[config.mk]
export PLATFORM = sky130hd
export DESIGN_NAME = dav_collect
export DESIGN_NICKNAME = d
export VERILOG_FILES = /design/src/rtl/dav_collect_pkg.sv /design/src/rtl/dav_edge.sv /design/src/rtl/dav_collect.sv
export SDC_FILE = /design/constraint.sdc
export NUM_CORES = 1
export LEC_CHECK = 0
export ABC_CLOCK_PERIOD_IN_PS = 3430
export BUFFER_PORTS_ARGS = -buffer_cell sky130_fd_sc_hd__clkbuf_2
export CORE_MARGIN = 4
export CORE_UTILIZATION = 45
export CTS_BUF_LIST = sky130_fd_sc_hd__clkbuf_8
export CTS_CLUSTER_SIZE = 14
export DETAILED_ROUTE_END_ITERATION = 8
export PLACE_DENSITY = 0.66
export SYNTH_ARGS = -nofsm -noshare
export SYNTH_HDL_FRONTEND = slang
export SYNTH_HIERARCHICAL = 1
export SYNTH_SLANG_ARGS = --single-unit
[constraint.sdc]
create_clock -name C -period 3.43 [get_ports C]
set_input_delay 0.343 -clock C [delete_from_list [all_inputs] [get_ports C]]
set_output_delay 0.343 -clock C [all_outputs]
set_load 0.1 [all_outputs]
[src/rtl/dav_collect_pkg.sv]
// Shared definitions for the DAV collection block: parameter defaults,
// counter widths and the collection FSM state encoding.
package dav_collect_pkg;

    localparam int NSRC_DEF   = 7;
    localparam int TMO_DEF    = 400;
    localparam int PDEPTH_DEF = 4;

    localparam int TMR_W = 9;
    localparam int CNT_W = 12;

    typedef enum logic [1:0] {
        ST_IDLE    = 2'd0,
        ST_COLLECT = 2'd1,
        ST_PRESENT = 2'd2
    } state_e;

endpackage

[src/rtl/dav_edge.sv]
// Registers the synchronized DAV levels and flags the bits that rose this cycle.
module dav_edge #(
    parameter int W = 7
) (
    input  logic         clk_i,
    input  logic         rst_i,
    input  logic [W-1:0] dav_i,
    output logic [W-1:0] rise_o
);

    logic [W-1:0] dav_q;

    // previous-cycle DAV levels
    always_ff @(posedge clk_i) begin
        if (rst_i) begin
            dav_q <= {W{1'b0}};
        end else begin
            dav_q <= dav_i;
        end
    end

    assign rise_o = dav_i & ~dav_q;

endmodule

[src/rtl/dav_collect.sv]
// Collects per-source DAV edges inside a window opened by each L1A match and
// presents the reporting mask, the missing mask and a timeout flag until acknowledged.
module dav_collect
    import dav_collect_pkg::*;
#(
    parameter int NSRC   = NSRC_DEF,
    parameter int TMO    = TMO_DEF,
    parameter int PDEPTH = PDEPTH_DEF
) (
    input  logic              C,
    input  logic              RST,
    input  logic [NSRC-1:0]   DAV,
    input  logic              L1A_MATCH,
    input  logic [NSRC-1:0]   EXPECT,
    input  logic              RD_ACK,
    output logic              MASK_VLD,
    output logic [NSRC-1:0]   MASK,
    output logic [NSRC-1:0]   MISS,
    output logic              TMO_FLG,
    output logic [CNT_W-1:0]  EVT_CNT,
    output logic              OVF
);

    localparam int               PW        = $clog2(PDEPTH + 1);
    localparam logic [PW-1:0]    PEND_MAX  = PW'(PDEPTH);
    localparam logic [PW-1:0]    PEND_ONE  = PW'(1);
    localparam logic [PW-1:0]    PEND_ZERO = PW'(0);
    localparam logic [TMR_W-1:0] TMO_LAST  = TMR_W'(TMO - 1);

    state_e             state_q;
    logic [PW-1:0]      pend_q;
    logic [PW-1:0]      pend_d;
    logic [NSRC-1:0]    exp_q;
    logic [NSRC-1:0]    got_q;
    logic [NSRC-1:0]    got_d;
    logic [TMR_W-1:0]   timer_q;
    logic [NSRC-1:0]    rise_s;
    logic               cover_s;
    logic               last_s;
    logic               start_s;
    logic               accept_s;
    logic               drop_s;

    dav_edge #(
        .W (NSRC)
    ) u_dav_edge (
        .clk_i  (C),
        .rst_i  (RST),
        .dav_i  (DAV),
        .rise_o (rise_s)
    );

    // Window coverage and pending-request bookkeeping; an edge in the closing
    // cycle still counts toward coverage, and a full queue may still accept a
    // request in the cycle a window starts because that start frees a slot.
    always_comb begin
        got_d    = got_q | rise_s;
        cover_s  = ((got_d & exp_q) == exp_q);
        last_s   = (timer_q == TMO_LAST);
        start_s  = (state_q == ST_IDLE) && ((pend_q != PEND_ZERO) || L1A_MATCH);
        accept_s = L1A_MATCH && ((pend_q != PEND_MAX) || start_s);
        drop_s   = L1A_MATCH && !accept_s;
        if (accept_s && !start_s) begin
            pend_d = pend_q + PEND_ONE;
        end else if (start_s && !accept_s) begin
            pend_d = pend_q - PEND_ONE;
        end else begin
            pend_d = pend_q;
        end
    end

    // Collection FSM with registered result outputs
    always_ff @(posedge C) begin
        if (RST) begin
            state_q  <= ST_IDLE;
            pend_q   <= PEND_ZERO;
            exp_q    <= {NSRC{1'b0}};
            got_q    <= {NSRC{1'b0}};
            timer_q  <= {TMR_W{1'b0}};
            MASK_VLD <= 1'b0;
            MASK     <= {NSRC{1'b0}};
            MISS     <= {NSRC{1'b0}};
            TMO_FLG  <= 1'b0;
            EVT_CNT  <= {CNT_W{1'b0}};
            OVF      <= 1'b0;
        end else begin
            pend_q <= pend_d;
            if (drop_s) begin
                OVF <= 1'b1;
            end
            case (state_q)
                ST_IDLE: begin
                    if (start_s) begin
                        state_q <= ST_COLLECT;
                        exp_q   <= EXPECT;
                        got_q   <= {NSRC{1'b0}};
                        timer_q <= {TMR_W{1'b0}};
                    end
                end
                ST_COLLECT: begin
                    got_q   <= got_d;
                    timer_q <= timer_q + {{(TMR_W-1){1'b0}}, 1'b1};
                    if (cover_s || last_s) begin
                        state_q  <= ST_PRESENT;
                        MASK_VLD <= 1'b1;
                        MASK     <= got_d;
                        MISS     <= exp_q & ~got_d;
                        TMO_FLG  <= !cover_s;
                    end
                end
                ST_PRESENT: begin
                    if (RD_ACK) begin
                        state_q  <= ST_IDLE;
                        MASK_VLD <= 1'b0;
                        EVT_CNT  <= EVT_CNT + {{(CNT_W-1){1'b0}}, 1'b1};
                    end
                end
                default: begin
                    state_q  <= ST_IDLE;
                    MASK_VLD <= 1'b0;
                end
            endcase
        end
    end

endmodule

Yosys cells after proc, flatten, opt, wreduce, memory -nomap -nowiden
Index checks and enable logic that the tools add are counted.

Add/sub/neg operators: 4. Equal/unequal tests: 8. Multiplexer cells: 13. Bitwise operators: 7. Reductions and logical operators: 21.

Operators with widths (count): 7-bit bitwise AND (3); 9-bit case mux with 2 select lines (1); 7-bit NOT (2); 7-bit case mux with 2 select lines (1); 12-bit by 1-bit adder with 12-bit output (second input constant) (1); 9-bit by 1-bit adder with 9-bit output (second input constant) (1); 9-bit == test (second input constant) (1); 9-bit 2-to-1 mux (1); 2-bit AND reduction (4); 7-bit == test (1); 7-bit 2-to-1 mux (1); 7-bit bitwise OR (1); 2-bit 2-to-1 mux (3); 3-bit 2-to-1 mux (2); 2-bit inequality test (second input constant) (3); 2-bit case mux with 3 select lines (1); 3-bit AND reduction (2); 1-bit logical AND (5); 2-bit nonzero test (2); 3-bit by 1-bit adder with 3-bit output (second input constant) (1); 1-bit zero test (3); 1-bit logical OR (3); 3-bit inequality test (second input constant) (1); 1-bit case mux with 3 select lines (1); other kinds (7) (8).

Register bits: 64. Bits of input ports: 18. Logic and storage cells: 65.

Logic depth before layout (Yosys ltp)
Word-level depth: 9. Gate-level depth with buffers: 10. Depth with buffers taken out: 9.

By module
Netlist, hierarchy kept.

Modules (own cells, without submodules): dav_collect (times used 1, cells each 275, area an instance 2517.4 um2); dav_edge (times used 1, cells each 21, area an instance 227.7 um2).

Worst setup path after synthesis
Ideal clock, no wire load.

Path kind: register to register. Start point: register pend_q[0]. End point: register pend_q[2]. Arrival time: 2.401 ns. Data required time: 3.360 ns. Setup slack: 0.959 ns. Cell stages (with the launch flop): 11. Path buffers: 1. Period minus slack after synthesis: 2.471 ns. Cell sequence: dfxtp_1 -> nor4_1 -> nor2_1 -> inv_2 -> buf_2 -> ha_1 -> inv_1 -> fa_1 -> xor2_1 -> or3_1 -> a21oi_1.

Longest elaborated chain between the ends: 8.

Ends and longest elaborated chain: from (decl) (line dav_collect.sv:31) `logic [PW-1:0] pend_q;`; from (signal assigned) (line dav_collect.sv:87) `pend_q <= pend_d;`; branches (longest 8 deep; another with 3-bit by 1-bit subtractor with 3-bit output).

Several ways; the timed one is not identified. The select of a mux whose other input is x is not followed. A chain may end at the register's enable or synchronous reset.

Final worst setup path
Start point: register pend_q[2]. End point: register pend_q[2].

The elaborated chain is that of the path after synthesis.

==> flow_summary_export.csv <==
group,metric,value,unit
sta,skew,4.19,ps
sta,max_freq,372,MHz
global_route,grt_max_degree,51,
global_route,grt-ovfl-total,0,
cells_and_area,area_growth,15.9,%
route,wirelength,5940,µm
setup_path,reg2reg_to,"pend_q[2]",
logic_synthesis,synth_fp_nets,318,
cts,htreeDepth,3,
cts,post_cts_resized,0,
worst_hold_path,holdPathEnd,"exp_q[2]",
route,initialDrtViolationCount,198,
place,dpl_worst_slack,695,ps
sta,holdWs,228,ps
pwr,total_power,2.44,mW
cts,clock_path_buffers,2,
global_route,grt_pass1_wl,10000,µm
logic_synthesis,synth_simple_gate_area_share,23.6,%
logic_synthesis,synth.cell_area,2750,µm²
setup_path,regToRegStartpoint,"pend_q[2]",
cts,cts_setup_buffers,0,
sta,slew_headroom,51.1,%
sta,final.setup.worst_slack,739,ps
floorplan,start_util,46.4,%
floorplan,die_w,86.1,µm
worst_hold_path,hold_depth,3,
setup_path,worstPathArrival,2960,ps
run,max_cap_viol_count,0,
cts,clk_latency,340,ps
logic_synthesis,synth_top_family_by_area,"simple AND/OR/NAND/NOR gates",
sta,tightest_slew,734,ps
cells_and_area,layout-drive-gt1-share,19.8,%
logic_synthesis,synthXorXnorAreaFrac,3.19,%
pwr,max-vdd-ir-drop,0.000376,V
setup_path,slowest_stage,"nor4_1",
pwr,leakage,1.35,nW
sta,hold_viol_final,0,
worst_hold_path,worstHoldStart,"EXPECT[2]",
setup_path,max_stage_delay,430,ps
sta,finalSetupViolCount,0,
place,place_congestion,0.769,
setup_path,r2r_slack,740,ps
global_route,grt_pass1_vias,2129,
logic_synthesis,muxShareOfSynthArea,3.69,%
floorplan,die-area,7410,µm²
logic_synthesis,synth_flop_cell,"dfxtp_1",
logic_synthesis,yosysWarnings,6,
logic_synthesis,synthDistinctLibCells,45,
place,port_buffers,46,
cells_and_area,fin_nets,363,
cts,cts_tree,"yes",
setup_path,reg2reg_depth,9,
floorplan,core,5920,µm²
logic_synthesis,synthArstFlopShare,0,%
cells_and_area,instances_no_fill,418,
setup_path,path_cells,"nor4_1 > nor2_1 > inv_2 > ha_1 > inv_1 > fa_1 > xor2_1 > or3_1 > a21oi_1",
place,placed_area,3020,µm²
logic_synthesis,netlist_instances,296,
place,dp_hpwl,4060,µm
setup_path,cp_max_fo,19,
sta,fin_crit,2690,ps
setup_path,critPathLaunch,"pend_q[2]",
route,wl_per_cell,14.2,µm
floorplan,die_y,86.1,µm
place,dp_cells,405,
global_route,grt_use_total,17.3,%
cells_and_area,nFillCells,566,
cts,cts.sinks,64,
logic_synthesis,synth_area_per_cell,9.27,µm²
logic_synthesis,synth.ff_latch_count,64,
cells_and_area,diodes,0,
sta,fin_crit_sh,78.5,%
sta,rsz0062_at_grt,"false",
cts,numCtsBuffers,9,
global_route,antenna_found_initial,0,
setup_path,critical_path_required,3700,ps
logic_synthesis,synth_edf_count,0,
logic_synthesis,synth_compound_area_share,17.8,%
cts,clk_pin_slew_worst_paths,60,ps
setup_path,critPathKind,"reg -> reg",
sta,slew_violations,0,
cells_and_area,layout_commonest_cell,"dfxtp_1",
logic_synthesis,synth_fa_ha_area_share,2.10,%
outcome,outcome,"completed",
route,drc_errors,0,
cells_and_area,layout_common_cells,"dfxtp_1 (64), clkbuf_2 (46), nand2_1 (35)",
cts,root_buffer,"clkbuf_8",
route,ant_nets,0,
setup_path,crit_path_start_kind,"flip-flop",
route,vias,2247,
pwr,power_density,766,nW/µm²
cells_and_area,finalInstanceArea,3180,µm²
floorplan,rows,28,
route,firstDrtPassIters,4,
cts,hold_buffers,0,
setup_path,cp-end-kind,"flip-flop",
worst_hold_path,hold_class,"in -> reg",
floorplan,design.portCount,47,
cells_and_area,fin_util,53.7,%
route,viasPerCell,5.38,
logic_synthesis,synth.yosys.seq_area_share,46.7,%
sta,fin_setup_tns,0,ps
[worst max path at each step]
stage | end | slack, ps | cells past startpoint
6_report | pend_q[2] | 740 | 9
5_1_grt | pend_q[2] | 500 | 9
4_1_cts | pend_q[2] | 710 | 9
3_5_place_dp | pend_q[2] | 690 | 10
3_3_place_gp | pend_q[2] | 770 | 10
2_1_floorplan | pend_q[2] | 960 | 10
[logic make-up after synthesis]
family | count (synthesis)
AND/OR/NAND/NOR | 124
AO/OA/AOI/OAI | 65
flip-flops | 64
buffers and inverters | 19
XOR/XNOR | 10
multiplexers | 10
adder cells (fa/ha/maj) | 4
[synthesized netlist by cell type, types with 4 or more instances]
library cell  instances  area share (%)
nor3b_1               5             1.4
or3_1                 4            0.91
nand2_1              35             4.8
nor2b_1              15             3.4
nand3_1               8             1.5
nand4_1               5             1.1
xor2_1                9             2.9
nor2_1               32             4.4
inv_1                 4            0.55
a21oi_1              22             4.0
clkbuf_1             11             1.5
o21ai_0               9             1.6
mux2i_1               9             3.3
a211o_1               8             2.6
dfxtp_1              64              47
o311a_1               7             2.6
a22oi_1               7             1.9
[flip-flops by register name, summed over array words and instances, names as in the netlist]
| name | count |
|---|---|
| u_dav_edge/dav_q | 7 |
| MASK_VLD | 1 |
| MISS | 7 |
| exp_q | 7 |
| got_q | 7 |
| TMO_FLG | 1 |
| OVF | 1 |
| MASK | 7 |
| EVT_CNT | 12 |
| pend_q | 3 |
| state_q | 2 |
| timer_q | 9 |
[area by class of cell]
cell class	instances	area, µm²	share of cell area, %
tap	75	93.8	2.95
inverter	5	18.8	0.590
timing repair buffer	48	245	7.71
clock buffer	11	151	4.76
multi-input combinational	213	1380	43.5
clock inverter	2	8.76	0.275
sequential	64	1280	40.3
[power breakdown]
group	leakage, nW	internal [mW]	total, mW	switching (mW)
registers	0.522	0.852	0.939	0.0875
logic	0.735	0.284	0.953	0.669
clock network	0.0883	0.286	0.545	0.260
[worst max-delay path, delay by kind of cell (launching register included)]
family,cells,cell delay [ps]
compound gates,1,130
flops,1,340
simple gates,3,970
fa+ha+maj,2,630
buf+inv,2,380
xor+xnor,1,160
[metal layers]
metal | part of all wire [%] | wire length [µm] | vias to the layer above | track usage, %
li1 | - | - | 1147 | -
met1 | 47 | 2820 | 1042 | 22.4
met2 | 45 | 2690 | 51 | 26.0
met3 | 6.2 | 367 | 7 | 6.82
met4 | 1.2 | 74 | 0 | 6.47
met5 | 0 | 0 | - | 0
Power figures use the tool's default switching activity.
